<file path="config.mk">
export PLATFORM = sky130hd
export DESIGN_NAME = pipe_stage_reg
export DESIGN_NICKNAME = d
export VERILOG_FILES = /design/src/rtl/pipe_stage_reg.sv
export SDC_FILE = /design/constraint.sdc
export NUM_CORES = 1
export LEC_CHECK = 0
export ABC_CLOCK_PERIOD_IN_PS = 2700
export CAP_MARGIN = 20
export CELL_PAD_IN_SITES_DETAIL_PLACEMENT = 1
export CELL_PAD_IN_SITES_GLOBAL_PLACEMENT = 1
export CORE_MARGIN = 2
export CORE_UTILIZATION = 30
export CTS_CLUSTER_DIAMETER = 30
export DETAILED_ROUTE_END_ITERATION = 10
export GPL_TIMING_DRIVEN = 0
export PLACE_DENSITY_LB_ADDON = 0.25
export SYNTH_ARGS = -nofsm -noshare
export SYNTH_HDL_FRONTEND = slang
export SYNTH_SLANG_ARGS = --single-unit
export TNS_END_PERCENT = 1
</file>
<file path="constraint.sdc">
create_clock -name clk -period 2.7 [get_ports clk]
set_clock_uncertainty 0.1 [all_clocks]
set_input_delay 0.54 -clock clk [delete_from_list [all_inputs] [get_ports clk]]
set_output_delay 0.54 -clock clk [all_outputs]
set_load 0.03 [all_outputs]
</file>
<file path="src/rtl/pipe_stage_reg.sv">
// Pipeline stage register carrying LANES opaque data words plus a valid bit.
// It handles stall (hold), flush, and WFI sleep with a fixed priority.
// A flush that arrives while the stage is held is latched and applied when
// the hold releases. A saturating counter records the bubble cycles inserted.
module pipe_stage_reg #(
    parameter int unsigned      LANES     = 6,
    parameter int unsigned      WIDTH     = 32,
    parameter logic [WIDTH-1:0] NOP_VALUE = '0,
    parameter int unsigned      CNT_W     = 16
) (
    input  logic                   clk,
    input  logic                   rst_n,
    input  logic                   hold,
    input  logic                   flush,
    input  logic                   wfi_req,
    input  logic                   wake,
    input  logic                   bubble_clr,
    input  logic                   in_valid,
    input  logic [LANES*WIDTH-1:0] in_data,
    output logic                   out_valid,
    output logic [LANES*WIDTH-1:0] out_data,
    output logic                   flush_pending,
    output logic                   sleeping,
    output logic [CNT_W-1:0]       bubble_cnt
);

    localparam logic [LANES*WIDTH-1:0] NOP_WORD = {LANES{NOP_VALUE}};

    typedef enum logic {
        ST_RUN   = 1'b0,
        ST_SLEEP = 1'b1
    } state_t;

    state_t                 state_q, state_d;
    logic [LANES*WIDTH-1:0] data_q, data_d;
    logic                   valid_q, valid_d;
    logic                   pend_q, pend_d;
    logic [CNT_W-1:0]       cnt_q, cnt_d;
    logic                   bubble;

    // Next-state and datapath selection. Priority order: hold, then flush
    // (including a latched flush), then wfi, then a normal load.
    always_comb begin
        state_d = state_q;
        data_d  = data_q;
        valid_d = valid_q;
        pend_d  = pend_q;
        bubble  = 1'b0;

        unique case (state_q)
            ST_RUN: begin
                if (hold) begin
                    // Freeze the stage; remember a flush so it is not lost.
                    if (flush) begin
                        pend_d = 1'b1;
                    end
                end else if (flush || pend_q) begin
                    data_d  = NOP_WORD;
                    valid_d = 1'b0;
                    pend_d  = 1'b0;
                    bubble  = 1'b1;
                end else if (wfi_req) begin
                    data_d  = NOP_WORD;
                    valid_d = 1'b0;
                    state_d = ST_SLEEP;
                    bubble  = 1'b1;
                end else begin
                    data_d  = in_data;
                    valid_d = in_valid;
                end
            end

            ST_SLEEP: begin
                if (hold) begin
                    if (flush) begin
                        pend_d = 1'b1;
                    end
                end else if (wake || flush || pend_q) begin
                    // Exit with one more bubble; loading resumes next cycle.
                    state_d = ST_RUN;
                    data_d  = NOP_WORD;
                    valid_d = 1'b0;
                    pend_d  = 1'b0;
                    bubble  = 1'b1;
                end else begin
                    data_d  = NOP_WORD;
                    valid_d = 1'b0;
                    bubble  = 1'b1;
                end
            end

            default: begin
                state_d = ST_RUN;
            end
        endcase
    end

    // Bubble counter: a clear beats an increment, and the count saturates
    // instead of wrapping.
    always_comb begin
        cnt_d = cnt_q;
        if (bubble_clr) begin
            cnt_d = '0;
        end else if (bubble && (cnt_q != '1)) begin
            cnt_d = cnt_q + CNT_W'(1);
        end
    end

    // State registers. Reset also discards any latched flush.
    always_ff @(posedge clk or negedge rst_n) begin
        if (!rst_n) begin
            state_q <= ST_RUN;
            data_q  <= NOP_WORD;
            valid_q <= 1'b0;
            pend_q  <= 1'b0;
            cnt_q   <= '0;
        end else begin
            state_q <= state_d;
            data_q  <= data_d;
            valid_q <= valid_d;
            pend_q  <= pend_d;
            cnt_q   <= cnt_d;
        end
    end

    // Every output comes straight from a register.
    always_comb begin
        out_valid     = valid_q;
        out_data      = data_q;
        flush_pending = pend_q;
        sleeping      = (state_q == ST_SLEEP);
        bubble_cnt    = cnt_q;
    end

endmodule

</file>
After elaboration in Yosys (flattened, before gate mapping):

Cells that the tools add are included.

* flip-flop bits (word level): 211
* input port bits: 200
* output and inout port bits: 211
* logic and storage cells: 47

* add/subtract/negate cells: 1
* equality and inequality tests: 5
* multiplexer cells: 28
* bitwise gates (word level): 1
* reduce and logical (&&, ||, !) cells: 7

Operators by type and width (count)
* $mux W192: 4
* $pmux W192 S2: 1
* $mux W16: 2
* $mux W1: 17
* $add A16 B1 Y16 const B: 1
* $ne A16 B16 Y1 const B: 1
* $pmux W1 S2: 4
* $ne A2 B2 Y1 const B: 2
* $reduce_and A2 Y1: 2
* $logic_or A1 B1 Y1: 3
* $ne A3 B2 Y1 const B: 1
* $ne A3 B3 Y1 const B: 1
* $reduce_bool A2 Y1: 1
* $logic_and A1 B1 Y1: 1
* $not A1 Y1: 1

Longest topological paths before layout:

* depth in word-level cells: 7
* mapped depth: 7

Worst setup path before layout:

Ideal clock, no wire load.

* path type: register to register
* start: register cnt_q[0] (netlist: bubble_cnt[0])
* end: register cnt_q[4] (netlist: bubble_cnt[4])
* setup time: 125 ps
* arrival time: 1981 ps
* data required time: 2475 ps
* setup slack: 495 ps
* cell stages (with the launch flop): 8
* buffers on the path: 3
* cell sequence: dfrtp_1 > ha_1 > clkbuf_1 > and4_1 > clkbuf_1 > buf_2 > a211oi_1 > mux2_2

* longest elaborated chain between the ends: 3
* elaborated cells on any way between the ends: 6
* classes of those cells: add/sub: 1; eq/ne: 1; mux: 2; reduce/logical: 2

Ends and longest elaborated chain
* from (decl): RTL line 38 `logic [CNT_W-1:0] cnt_q, cnt_d;`
* from (signal assigned): RTL line 122 `cnt_q <= cnt_d;`
* $add A16 B1 Y16 / $ne A16 B16 Y1 (equally long branches): RTL line 105, 104
* $mux W16 / $logic_and A1 B1 Y1 (equally long branches): RTL line 104 `end else if (bubble && (cnt_q != '1)) begin`
* $mux W16 / $reduce_bool A2 Y1 (equally long branches)

Several ways; a longest one is shown, not always the timed one. The select of a mux whose other input is x is not followed.
A chain may end at the register's enable or synchronous reset.

Worst setup path after layout:

* start: input port flush
* end: register data_q[86] (netlist: out_data[86])

* longest elaborated chain between the ends: 4

Ends and longest elaborated chain
* from (decl): RTL line 14 `input logic flush,`
* $logic_or A1 B1 Y1: RTL line 57 `end else if (flush || pend_q) begin`
* $mux W192: RTL line 57
* $mux W192: RTL line 52 `if (hold) begin`
* $pmux W192 S2: RTL line 50 `unique case (state_q)`
* to (signal assigned): RTL line 119 `data_q <= data_d;`
* to (decl): RTL line 35 `logic [LANES*WIDTH-1:0] data_q, data_d;`

No other way between the ends. The select of a mux whose other input is x is not followed.

==> reports/results.ini <==
[power_and_ir_drop]
power_switching_w=0.00257
total_power_w=0.0105
seqPwrFrac_pct=32.3
p_clk_share_pct=56.0
p_leak_nw=6.26
p_int_w=0.00797
p_per_area_nw_per_um2=749
peakVddDrop_mv=0.472
switching_share_pct=24.4
comb_power_share_pct=11.7

[drt]
first_iter_violations=274
first_pass_iters=4
avgRoutedWirePerCell_um=21.5
ant_nets=0
via_count=6850
routed_wl_um=29900
drc=0
vias_per_cell=4.92

[synthesis]
ys_ff_latch=211
syn-cell-area_um2=7810
synth_nets=752
synth_area_per_cell_um2=14.2
ys_seq_area_share_pct=67.6
synth_cells=551
ys.warnings.count=0
synth.distinct_cells=31

[clocking]
cts_max_level=2
clk_pin_slew_ps=40
clk_latency_ps=520
clkSinkCount=211
cts_root_buffer=clkbuf_16
post_cts_buffers=0
cts_tree=built
cts_inserted_buffers=50
cts_buffer_depth=3

[critical_path]
critical_path.endpoint=out_data[86]
arrival_ps=2860
reg2regPathDepth=6
critPathLaunch=flush
endpoint_kind=register
path_class=input port to register
worstSetupStartpointType=input port
r2r_end=out_data[86]
r2r_start=sleeping
crit_path_max_fanout=10
r2r_setup_slack_ps=300
critPathRequiredTime_ps=3050

[flow_run]
maxCapViolations=0

[placed_design]
placed_cells=1296
gp_congestion=0.779
dp_hpwl_um=21200
post_dp_cell_area_um2=12400
place.port_buffers=409

[floorplanning]
die_w_um=165
die_area_um2=27300
row_count=59
ios=411
fp.dieH_um=165
core_um2=25800
start_util_pct=30.2

[timing]
relSlewSlack_pct=41.2
hold_violations=0
maxSlewViolCount=0
setup_viol=0
tightest_slew_ps=875
tns_ps=0
period_minus_slack_ps=2510
whs_ps=402
min_period_over_period_pct=93.1
fmax_ghz=0.398
rsz0062_at_grt=yes

[finish]
syn_to_final_growth_pct=80.1
fin_cells=1393
final_area_um2=14100
final_layout_size_suffix_gt1_share_pct=10.9
finish.net_count=1215

[global_route]
grt_pass1_wl_um=44300
grt_max_degree=114
grt_overflow=0
grt_pass1_vias=7417
antenna_found_initial=4
grt_use_total_pct=21.2

[worst_hold_path]
worstHoldPathType=register to register

[outcome]
outcome=complete, no violations

[power by group through the flow]
stage / Clock [W] / Sequential, W / Combinational (W)
2_1_floorplan: 0 / 0.00371 / 0.000211
3_3_place_gp: 0 / 0.00344 / 0.00122
3_5_place_dp: 0 / 0.00344 / 0.00124
4_1_cts: 0.00604 / 0.00340 / 0.00125
6_report: 0.00591 / 0.00340 / 0.00123
5_1_grt: 0.00620 / 0.00342 / 0.00131
[state kept, by name (all words and copies together) (netlist names)]
name / count
bubble_cnt: 16
flush_pending: 1
out_data: 192
out_valid: 1
sleeping: 1
[stage by stage]
stage                     utilization (%)  setup WS (ps)
after floorplan                         -            495
after global placement               47.7          -8390
after detailed placement             47.8           -420
after CTS                            54.4            114
after global routing                 54.4          -42.7
final                                54.4            186
[worst min path at each step]
| stage | slack [ps] | startpoint | to | cells after the start |
|---|---|---|---|---|
| floorplan | 140 | rst_n | bubble_cnt[0] | 0 |
| global placement | 390 | out_data[76] | out_data[76] | 1 |
| detailed placement | 400 | out_data[24] | out_data[24] | 1 |
| CTS | 410 | out_data[126] | out_data[126] | 1 |
| finish | 400 | out_data[126] | out_data[126] | 1 |
| global route | 420 | out_data[157] | out_data[157] | 1 |
[cell usage in the layout, fill, tap and decap left out, types with 8 or more instances in the layout]
master	n
a21oi_1	8
a22o_1	193
buf_2	19
clkbuf_1	37
clkbuf_16	53
clkdlybuf4s50_1	408
clkinv_2	11
dfrtp_1	211
mux2_2	8
nand3_1	8
nor2_1	12
nor2b_1	9
[cell usage after synthesis, drive strengths merged]
library cell | n | area share [%]
dfrtp | 211 | 68
a22o | 193 | 22
clkbuf | 29 | 1.4
buf | 21 | 1.3
nor2 | 12 | 0.58
nand3 | 9 | 0.64
nor2b | 9 | 0.72
a21oi | 8 | 0.51
mux2 | 8 | 1.2
nand2 | 7 | 0.34
and3 | 6 | 0.48
or4 | 5 | 0.48
a211oi | 4 | 0.38
and4 | 4 | 0.45
nand4 | 3 | 0.24
nor4 | 3 | 0.24
o31ai | 3 | 0.29
a311oi | 2 | 0.22
a41oi | 2 | 0.22
nand2b | 2 | 0.16
o21ai | 2 | 0.13
and2 | 1 | 0.080
and4b | 1 | 0.13
ha | 1 | 0.16
inv | 1 | 0.048
mux2i | 1 | 0.13
nor3 | 1 | 0.064
nor4b | 1 | 0.11
or3 | 1 | 0.080
[metal layers]
metal	wire length, µm	GRT usage, %	vias up
met3	2510	7.59	45
met2	15300	36.7	281
met5	40	0	-
met1	11400	24.7	3438
met4	677	6.31	6
li1	-	-	3080
[critical path, cell delays in order]
cell,delay (ps)
clkdlybuf4s50_1,490
nor4_1,380
nor2b_1,210
clkbuf_1,190
clkbuf_1,520
buf_2,360
a22o_1,170
[final cells by class]
class | instances | area, µm²
diodes | 3 | 7.51
plain buffers | 50 | 213
clock buffers | 69 | 1460
clock inverters | 24 | 235
fillers | 2625 | 11800
inverters | 1 | 3.75
multi-input cells | 289 | 2310
flip-flops and latches | 211 | 5280
well taps | 335 | 419
repair buffers | 411 | 4140
[logic make-up after synthesis]
| group | share of synthesized area [%] |
|---|---|
| multiplexers | 1.28 |
| AND/OR/NAND/NOR | 4.79 |
| adder cells (fa/ha/maj) | 0.160 |
| buffers and inverters | 2.76 |
| AO/OA/AOI/OAI | 23.4 |
| flip-flops | 67.6 |
[timing repair]
| item | CTS | global route |
|---|---|---|
| hold endpoints to repair | 32 | 0 |
| hold buffers | 1 | 0 |
| resized for setup | 0 | 2 |
| setup endpoints to repair | 0 | 71 |
No activity file was read; power rests on OpenSTA's default activity.
